### config.mk
export PLATFORM = sky130hd
export DESIGN_NAME = adder_pipe
export DESIGN_NICKNAME = d
export VERILOG_FILES = /design/src/rtl/adder_pipe.sv
export SDC_FILE = /design/constraint.sdc
export NUM_CORES = 1
export LEC_CHECK = 0
export CAP_MARGIN = 30
export CORE_AREA = 2 2 98 100
export DETAILED_ROUTE_END_ITERATION = 10
export DIE_AREA = 0 0 100 102
export PLACE_DENSITY_LB_ADDON = 0.12
export SLEW_MARGIN = 20
export SYNTH_ARGS = -nofsm -noshare
export SYNTH_HDL_FRONTEND = slang
export SYNTH_SLANG_ARGS = --single-unit
### constraint.sdc
create_clock -name clk -period 2.6 [get_ports clk]
set_input_delay 0.26 -clock clk [delete_from_list [all_inputs] [get_ports clk]]
set_output_delay 0.26 -clock clk [all_outputs]
set_load 0.02 [all_outputs]
### src/rtl/adder_pipe.sv
// Pipelined add/subtract unit: the carry chain is cut into CHUNK-bit ripple
// segments, one per stage, with a valid/ready handshake and full backpressure.
module adder_pipe #(
    parameter int W     = 16,
    parameter int CHUNK = 4
) (
    input  logic         clk,
    input  logic         rst,
    input  logic         in_valid,
    output logic         in_ready,
    input  logic [W-1:0] x,
    input  logic [W-1:0] y,
    input  logic [1:0]   op,
    input  logic         cin,
    output logic         out_valid,
    input  logic         out_ready,
    output logic [W-1:0] result,
    output logic         carry_out,
    output logic         overflow,
    output logic         zero,
    output logic         negative
);

    localparam int STAGES = (W + CHUNK - 1) / CHUNK;

    // Ripple only the bits of chunk k; other result bits pass through untouched.
    function automatic logic [W:0] add_chunk(input logic [W-1:0] a,
                                             input logic [W-1:0] b,
                                             input logic [W-1:0] res,
                                             input logic         c,
                                             input int           k);
        logic [W-1:0] r;
        logic         cc;
        r  = res;
        cc = c;
        for (int i = 0; i < W; i++) begin
            if (i >= k * CHUNK && i < (k + 1) * CHUNK) begin
                r[i] = a[i] ^ b[i] ^ cc;
                cc   = (a[i] & b[i]) | (cc & (a[i] ^ b[i]));
            end
        end
        return {cc, r};
    endfunction

    logic         vld_q [STAGES];
    logic         vld_d [STAGES];
    logic [W-1:0] res_q [STAGES];
    logic [W-1:0] res_d [STAGES];
    logic         cry_q [STAGES];
    logic         cry_d [STAGES];
    logic [W-1:0] a_q   [STAGES];
    logic [W-1:0] a_d   [STAGES];
    logic [W-1:0] b_q   [STAGES];
    logic [W-1:0] b_d   [STAGES];
    logic         ovf_q, ovf_d;
    logic         zero_q, zero_d;
    logic         neg_q, neg_d;

    logic [STAGES-1:0] load;
    logic              in_fire;
    logic [W-1:0]      sa, sb, sr;
    logic              sc;
    logic [W:0]        sum;

    always_comb begin
        // A stage may load when it is empty or its content moves on this edge.
        load[STAGES-1] = !vld_q[STAGES-1] || out_ready;
        for (int k = STAGES - 2; k >= 0; k--) begin
            load[k] = !vld_q[k] || load[k+1];
        end
        in_ready = !rst && load[0];
        in_fire  = in_valid && in_ready;

        ovf_d  = ovf_q;
        zero_d = zero_q;
        neg_d  = neg_q;
        sa     = '0;
        sb     = '0;
        sr     = '0;
        sc     = 1'b0;
        sum    = '0;

        for (int k = 0; k < STAGES; k++) begin
            vld_d[k] = vld_q[k];
            res_d[k] = res_q[k];
            cry_d[k] = cry_q[k];
            a_d[k]   = a_q[k];
            b_d[k]   = b_q[k];

            if (k == 0) begin
                sa = x;
                sb = y ^ {W{op[0]}};
                sc = (op == 2'b01) | (op[1] & cin);
                sr = '0;
            end else begin
                sa = a_q[(k > 0) ? k - 1 : 0];
                sb = b_q[(k > 0) ? k - 1 : 0];
                sc = cry_q[(k > 0) ? k - 1 : 0];
                sr = res_q[(k > 0) ? k - 1 : 0];
            end
            sum = add_chunk(sa, sb, sr, sc, k);

            if (load[k]) begin
                vld_d[k] = (k == 0) ? in_fire : vld_q[(k > 0) ? k - 1 : 0];
                res_d[k] = sum[W-1:0];
                cry_d[k] = sum[W];
                a_d[k]   = sa;
                b_d[k]   = sb;
                if (k == STAGES - 1) begin
                    // Carry into the MSB is recovered from its sum bit.
                    ovf_d  = sum[W] ^ (sum[W-1] ^ sa[W-1] ^ sb[W-1]);
                    zero_d = (sum[W-1:0] == '0);
                    neg_d  = sum[W-1];
                end
            end
        end
    end

    always_ff @(posedge clk or posedge rst) begin
        if (rst) begin
            for (int k = 0; k < STAGES; k++) begin
                vld_q[k] <= 1'b0;
                res_q[k] <= '0;
                cry_q[k] <= 1'b0;
            end
            ovf_q  <= 1'b0;
            zero_q <= 1'b0;
            neg_q  <= 1'b0;
        end else begin
            for (int k = 0; k < STAGES; k++) begin
                vld_q[k] <= vld_d[k];
                res_q[k] <= res_d[k];
                cry_q[k] <= cry_d[k];
            end
            ovf_q  <= ovf_d;
            zero_q <= zero_d;
            neg_q  <= neg_d;
        end
    end

    // Operands in flight are pure data and are qualified by the valid bits.
    always_ff @(posedge clk) begin
        for (int k = 0; k < STAGES; k++) begin
            a_q[k] <= a_d[k];
            b_q[k] <= b_d[k];
        end
    end

    assign out_valid = vld_q[STAGES-1];
    assign result    = res_q[STAGES-1];
    assign carry_out = cry_q[STAGES-1];
    assign overflow  = ovf_q;
    assign zero      = zero_q;
    assign negative  = neg_q;

endmodule

After elaboration in Yosys (flattened, before gate mapping) --
Memory sizes are Yosys's and may differ from the RTL's. Index checks and enable logic that the tools add are counted. W data, S select, Z words.
Operators by class: bitwise gates (word level) 86, shift-type cells 0, mux-type cells 8, reductions and logical operators 12, eq/ne operators 2, add/subtract/negate cells 0, div/mod/pow operators 0, order comparisons 0, multiply operators 0
Operators with widths (count):
- $mux W16 | 8
- $xor A1 B1 Y1 | 35
- $and A1 B1 Y1 | 33
- $or A1 B1 Y1 | 17
- $logic_not A16 Y1 | 1
- $xor A16 B16 Y16 | 1
- $logic_not A1 Y1 | 5
- $logic_or A1 B1 Y1 | 4
- $eq A2 B1 Y1 const B | 1
- $logic_and A1 B1 Y1 | 2
- $ne A1 B1 Y1 const B | 1
Word-level totals: output and inout bits 22, input port bits 39, bits in read-only memories 0, bits in writable memories 128, register bits after elaboration 51, bits in latches 0, memories kept 2
Memories:
- a_q | depth 4, width 16, rd ports 3, clocked after memory_dff 0, write ports 4, RTL line 51 | logic [W-1:0] a_q [STAGES];
- b_q | depth 4, width 16, rd ports 3, clocked after memory_dff 0, write ports 4, RTL line 53 | logic [W-1:0] b_q [STAGES];

Logic depth before layout (Yosys ltp) --
Gate-level depths: netlist of run 1. An unclocked memory read counts as a cell.
word-level depth 12, gate-level depth with buffers 10

Worst setup path before layout of run 1 --
Ideal clock, no wire load.
path kind input to register, start point input op[0], end point register res_q[51] (netlist bit), stages 9, required time 2.474 ns, arrival 2.695 ns, setup slack -0.220 ns, path buffers 2, path through buf_2 buf_2 xnor2_1 fa_1 fa_1 fa_1 inv_1 fa_1 mux2_4
Between the ends: cells in the longest elaborated chain, start to end 9, elaborated cells between the ends (all ways) 17
RTL lines:
- start, declared | RTL line 13 | input logic [1:0] op,
- $eq A2 B1 Y1 or $xor A16 B16 Y16 (tied branches) | RTL line 93, 92
- $or A1 B1 Y1 or $xor A1 B1 Y1 (tied branches) | RTL line 93, 39
- $and A1 B1 Y1 | RTL line 39 | cc = (a[i] & b[i]) | (cc & (a[i] ^ b[i]));
- $or A1 B1 Y1 | RTL line 39
- $and A1 B1 Y1 | RTL line 39
- $or A1 B1 Y1 | RTL line 39
- $and A1 B1 Y1 | RTL line 39
- $or A1 B1 Y1 | RTL line 39
- $xor A1 B1 Y1 (*) | RTL line 38 | r[i] = a[i] ^ b[i] ^ cc;
- end signal, assigned by index | RTL line 132 | res_q[k] <= res_d[k];
- end, declared | RTL line 47 | logic [W-1:0] res_q [STAGES];
Mark *: on every way between the ends. The rest lies on a longest branch, timed or not. A chain may end at the register's enable or synchronous reset.

Worst setup path in the final report of run 1 --
Same ends and word-level chain as after synthesis.

==> results of run 1 <==
-- stage by stage --
step	cell area [µm²]	utilization [%]	power, W
after floorplan	4110	-	0.00272
after global placement	4710	51.7	0.00299
after detailed placement	4710	51.7	0.00302
after CTS	4890	53.7	0.00394
after global routing	4910	53.9	0.00414
final	4910	53.9	0.00390
-- where the power goes --
part           switching (W)  internal [W]  total (W)  leakage [nW]
registers           0.000183       0.00192    0.00211          1.10
logic               0.000408      0.000471   0.000878         0.913
clock network       0.000551      0.000364   0.000915        0.0931
-- per-layer routing --
metal / part of all wire [%] / GRT usage (%) / vias up
li1: - / - / 1032
met1: 48 / 19.1 / 1004
met2: 46 / 20.3 / 50
met3: 4.8 / 3.01 / 9
met4: 1.5 / 6.32 / 0
met5: 0 / 0 / -
-- area by class of cell --
cell class	instances	area, µm²	area share [%]
multi-input combinational	139	1160	23.6
sequential	98	2690	54.9
timing repair buffer	66	646	13.2
inverter	25	93.8	1.91
clock inverter	7	56.3	1.15
clock buffer	9	124	2.52
tap	111	139	2.83
-- sequential cells by signal (all words and copies together) (netlist names), 2 cells and up --
name,flops
vld_q,3
result,16
cry_q,2
sr,12
b_q,24
res_q,12
a_q,24
-- worst max path at each step --
stage	startpoint	to	slack [ns]	cells after the start
2_1_floorplan	op[0]	res_q[51]	0.006	9
3_3_place_gp	op[0]	res_q[51]	-0.23	8
3_5_place_dp	op[0]	res_q[51]	-0.29	8
4_1_cts	b_q[2][12]	overflow	0.06	10
5_1_grt	a_q[2][12]	zero	-0.01	10
6_report	op[0]	res_q[51]	0.1	8
-- timing repair --
item                                   CTS  global route
setup buffers                            0             0
gates resized for setup                  0             4
setup endpoints to repair                0             2
endpoints found under the hold margin    0             0
-- critical path: stages --
cell and delay, ns:
clkdlybuf4s50_1 0.53, xnor2_1 0.12, fa_2 0.38, fa_2 0.34, fa_1 0.36, inv_1 0.08, fa_1 0.41, mux2_4 0.26
-- Yosys cell counts --
library cell	count	area (µm²)
edfxtp_1	48	1440
nor4_1	3	18.8
nor3b_1	3	22.5
buf_4	16	120
xor2_1	13	114
mux2_4	4	60.1
inv_1	25	93.8
buf_6	3	33.8
xnor2_1	6	52.6
mux2_2	14	158
nand4_1	1	6.26
nand2b_1	2	12.5
clkbuf_1	2	7.51
or2b_1	2	15.0
nand4b_2	1	15.0
buf_2	3	15.0
mux2i_1	1	10.0
nand2_1	44	165
and2b_1	1	7.51
and2_1	1	6.26
nor4bb_1	1	10.0
o21ai_0	3	15.0
a21oi_1	12	60.1
dfrtp_1	50	1250
nor2_1	9	33.8
fa_1	16	320
nand3b_2	1	11.3
nand4_4	1	21.3
-- cells by family after synthesis --
logic type | after synthesis
compound gates | 15
xor+xnor | 19
fa+ha+maj | 16
buf+inv | 49
flops | 98
mux | 19
simple gates | 70
==> results.md, run 1 <==
- TritonCTS Buffers: 9
- Layout cell share with drive strength beyond 1: between 10% and 20%
- VDD IR max: 0.271 mV
- R2r worst-path depth: 10
- Mapped cell area: 4100 µm²
- ANT cells: 0
- Req. time, crit path: 2.85 ns
- Port bufs: 60
- Clk Latency, worst-skew pair: between 0.3 and 0.4 ns
- Longest Clk Path Bufs: 2
- Root Buffer: clkbuf_8
- Most frequent cells in the layout: clkdlybuf4s50_1, dfrtp_1, edfxtp_1
- Unrepaired setup endpoints after global routing: yes
- Setup TNS: 0 ns
- Max-cap violations: 0
- R2r startpoint: b_q[2][12]
- Syn_area_per_cell: around 14 µm²
- Drt total wl: roughly 6100 µm
- DP Worst Slack: -0.290 ns
- Seq cells post-synth: slightly below 100
- Vias in the first global route: around 2100
- Core Region: 9110 µm²
- 1st-pass router iterations: 4
- Post-synthesis compound-gate area fraction: 1.83%
- Largest family of logic cells by synthesized area: simple AND/OR/NAND/NOR gates
- Cell count after placement: ~440
- Worst hold slack: approximately 0.42 ns
- Fin cells: roughly 460
- Commonest non-fill, non-tap cell in the layout: clkdlybuf4s50_1
- Initial antenna violation count: 0
- Die X: approximately 100 µm
- Layout area overhead: 19.8%
- GRT overflow: 0
- H-tree Lvls: 3
- Element type at the critical path start: input port
- Clock slew at reported path FFs: about 0.09 ns
- Maximum number of pins on one net before global-route repair: between 50 and 60
- First-pass GRT wire length: 10600 µm
- DR WL/cell: 13.3 µm
- Post-synthesis xor/xnor area fraction: 4.06%
- Period utilization: 96.3%
- CTS tree: done
- Via count: around 2100
- Worst Setup End Kind: flip-flop
- Post-Synth Adder-Cell Area: slightly below 8%
- Yosys warning count: 0
- Via-to-Cell Ratio: around 4.6
- Leak: 2.10 nW
- Worst reg-to-reg setup slack: around 0.14 ns
- Mapped Cells: roughly 290
- Mux share of post-synthesis cell area: approximately 5.6%
- Synth cell types: 28
- Hold Fails Final Rpt: 0
- Initial drt markers: 63
- Setup-failing EPs final: 0
- DIE AREA: about 10000 µm²
- Setup CP Type: input port to flip-flop
- GR Util All Layers: between 10% and 20%
- Final #Nets: between 300 and 400
- Antenna viol nets, final: 0
- Crit Path Max Fanout: 4
- DP HPWL: between 4000 and 5000 µm
- R2r endpoint: overflow
- Slew Limit Headroom: a little under three fifths
- Die H: between 100 and 150 µm
- # rows: 35
- Sink Count: roughly 100
- Sequential element share of the synthesized area: approximately two thirds
- Slew @ Worst Pin: 0.642 ns
- Starting Density: roughly 45%
- Post-synthesis simple-gate area fraction: ~8.4%
- Pins Over Slew Limit: 0
- Fillers: 812
- Max Clock Freq: 399 MHz
- Status: finished clean
- # DRC: 0
- Final GP Congestion: a little over 0.7
- Mapped Nets: around 340
- Arrival time worst endpoint: around 2.8 ns
- Hold Crit Class: input port to asynchronous set/reset pin
- # hold bufs at CTS: 0
- Worst setup margin: about 0.096 ns
- Final min period: 2.50 ns
- Clock Skew: about 0.0097 ns
- Ports: between 60 and 70
- PwrDens: slightly below 800 nW/µm²
(Power assumes the default switching activity.)
==> inputs of run 2 (changes only) <==
CORE_AREA = 2 2 92 94   (was 2 2 98 100)
DIE_AREA = 0 0 94 96   (was 0 0 100 102)
==> run 2 against run 1 <==
Net effect:
- combinational power shrank 2%
- sequential power about the same
- sequential share of layout area about the same
- fmax barely moved
- clock-buffer cell count increased by 2
- register-to-register slack lost 0.02 ns
- largest power group unchanged
- clock power is 3.3% higher
- utilization is 7.1 points higher
- largest cell class unchanged
- via count hardly changed
- non-clock buffer count shrank 1
==> results.md, run 2 (same netlist as run 1, synthesis figures left out) <==
- Setup CP Type: input port to flip-flop
- First-pass GRT wire length: 9630 µm (-8.8%)
- Slew @ Worst Pin: 0.626 ns (-0.0164 ns)
- GRT overflow: 0 (unchanged)
- PwrDens: 796 nW/µm² (+0.13%)
- Via-to-Cell Ratio: 4.68 (+1.7%)
- Post-CTS Setup Repair Bufs: 0 (unchanged)
- Worst hold slack: 0.416 ns (-0.00194 ns)
- H-tree Lvls: 3 (unchanged)
- Hold Fails Final Rpt: 0 (unchanged)
- Sink Count: 98 (unchanged)
- Clk Latency, worst-skew pair: 0.35 ns (about the same)
- # DRC: 0 (unchanged)
- Initial antenna violation count: 0 (unchanged)
- Final GP Congestion: 0.762 (+5.4%)
- Fillers: 683 (-16%)
- Via count: 2097 (+0.095%)
- Starting Density: 50.9% (+5.9 points)
- Post-route cell area: 4910 µm² (about the same)
- VDD IR max: 0.316 mV (+16%)
- Slew Limit Headroom: 58.3% (+1.1 points)
- Crit Path Max Fanout: 3 (-1)
- Commonest non-fill, non-tap cell in the layout: clkdlybuf4s50_1
- Cell count after placement: 432 (-1.6%)
- DP HPWL: 4230 µm (-3.9%)
- Maximum number of pins on one net before global-route repair: 51 (unchanged)
- Hold Crit Class: input port to asynchronous set/reset pin
- Status: finished clean
- Die H: 96 µm (-5.9%)
- Req. time, crit path: 2.83 ns (-0.02 ns)
- Layout cell share with drive strength beyond 1: 12.8% (-0.83 points)
- Antenna viol nets, final: 0 (unchanged)
- Pins Over Slew Limit: 0 (unchanged)
- Element type at the critical path start: input port
- R2r worst-path depth: 10 (unchanged)
- Die X: 94 µm (-6.0%)
- Setup TNS: 0 ns (unchanged)
- Clock Skew: 0.00994 ns (+0.000264 ns)
- Port bufs: 60 (unchanged)
- Arrival time worst endpoint: 2.74 ns (about the same)
- Leak: 2.10 nW (-0.26%)
- Layout area overhead: 19.8% (about the same)
- Post-DP Area: 4710 µm² (about the same)
- Period utilization: 96.4% (about the same)
- Ports: 61 (unchanged)
- DR WL/cell: 12.7 µm (-4.9%)
- Max-cap violations: 0 (unchanged)
- TritonCTS Buffers: 9 (unchanged)
- Most frequent cells in the layout: clkdlybuf4s50_1, dfrtp_1, edfxtp_1
- Setup-failing EPs final: 0 (unchanged)
- Longest Clk Path Bufs: 2 (unchanged)
- Core Region: 8050 µm² (-12%)
- Worst Setup End Kind: flip-flop
- Vias in the first global route: 2034 (-3.5%)
- Root Buffer: clkbuf_8
- DIE AREA: 9020 µm² (-12%)
- Max Clock Freq: 399 MHz (about the same)
- ANT cells: 0 (unchanged)
- CTS tree: done
- Clock slew at reported path FFs: 0.09 ns (about the same)
- Initial drt markers: 54 (-14%)
- Unrepaired setup endpoints after global routing: yes
- Final core occ: 61.0% (+7.1 points)
- Drt total wl: 5680 µm (-6.4%)
- # rows: 33 (-5.7%)
- GR Util All Layers: 14.3% (+0.77 points)
- Final min period: 2.51 ns (+0.00201 ns)
- Fin cells: 448 (-1.5%)
- 1st-pass router iterations: 4 (unchanged)
- Final #Nets: 393 (-0.25%)
==> run 2: cell types whose count changed in the layout (fill, tap and decap cells not counted), sizes merged <==
cell and change:
clkinvlp +1, bufinv +1, buf -1, clkbuf +2, inv -4
==> run 2: routing by layer <==
layer / up-vias / part of all wire [%] / track usage, %
met5: - / 0 / 0
li1: 1028 / - / -
met1: 1010 / 45 / 19.0
met4: 0 / 1.9 / 7.25
met3: 9 / 4.1 / 2.58
met2: 50 / 49 / 22.9
==> run 2: power by group <==
group	internal (W)	total (W)	leakage, nW	switching, W
clock network	0.000453	0.000945	0.0941	0.000492
logic	0.000460	0.000861	0.906	0.000402
registers	0.00192	0.00210	1.10	0.000175
==> run 2: worst paths after layout <==
path | endpoint | startpoint | slack [ns]
max | res_q[51] | op[0] | 0.09
min | out_valid | rst | 0.42
max reg2reg | overflow | a_q[2][12] | 0.12
min reg2reg | b_q[2][12] | b_q[1][12] | 0.42
max in group asynchronous | res_q[51] | rst | 1.76
min in group clk | b_q[2][12] | b_q[1][12] | 0.42
==> run 2: through the flow <==
| stage | setup slack, ns | total power (W) |
|---|---|---|
| after global routing | -0.0169 | 0.00414 |
| final | 0.0939 | 0.00391 |
| after global placement | -0.239 | 0.00298 |
| after floorplan | 0.00625 | 0.00272 |
| after CTS | 0.0745 | 0.00396 |
| after detailed placement | -0.270 | 0.00302 |
==> run 2: final cells by class <==
| class | count | area, µm² | share of cell area (%) |
|---|---|---|---|
| Inverter | 25 | 93.8 | 1.91 |
| Sequential cell | 98 | 2690 | 54.8 |
| Multi-Input combinational cell | 139 | 1150 | 23.3 |
| Clock inverter | 5 | 63.8 | 1.30 |
| Timing Repair Buffer | 65 | 651 | 13.3 |
| Clock buffer | 11 | 131 | 2.68 |
| Tap cell | 105 | 131 | 2.68 |
==> run 2: what timing repair did <==
| item | CTS | global route |
|---|---|---|
| setup endpoints to repair | 0 | 2 |
| hold buffers | 0 | 0 |
| resized for setup | 0 | 1 |
==> run 2: critical path: stages <==
cell and delay (ns):
clkdlybuf4s50_1 0.55, xnor2_1 0.13, fa_2 0.37, fa_2 0.34, fa_1 0.36, inv_1 0.07, fa_1 0.40, mux2_4 0.26
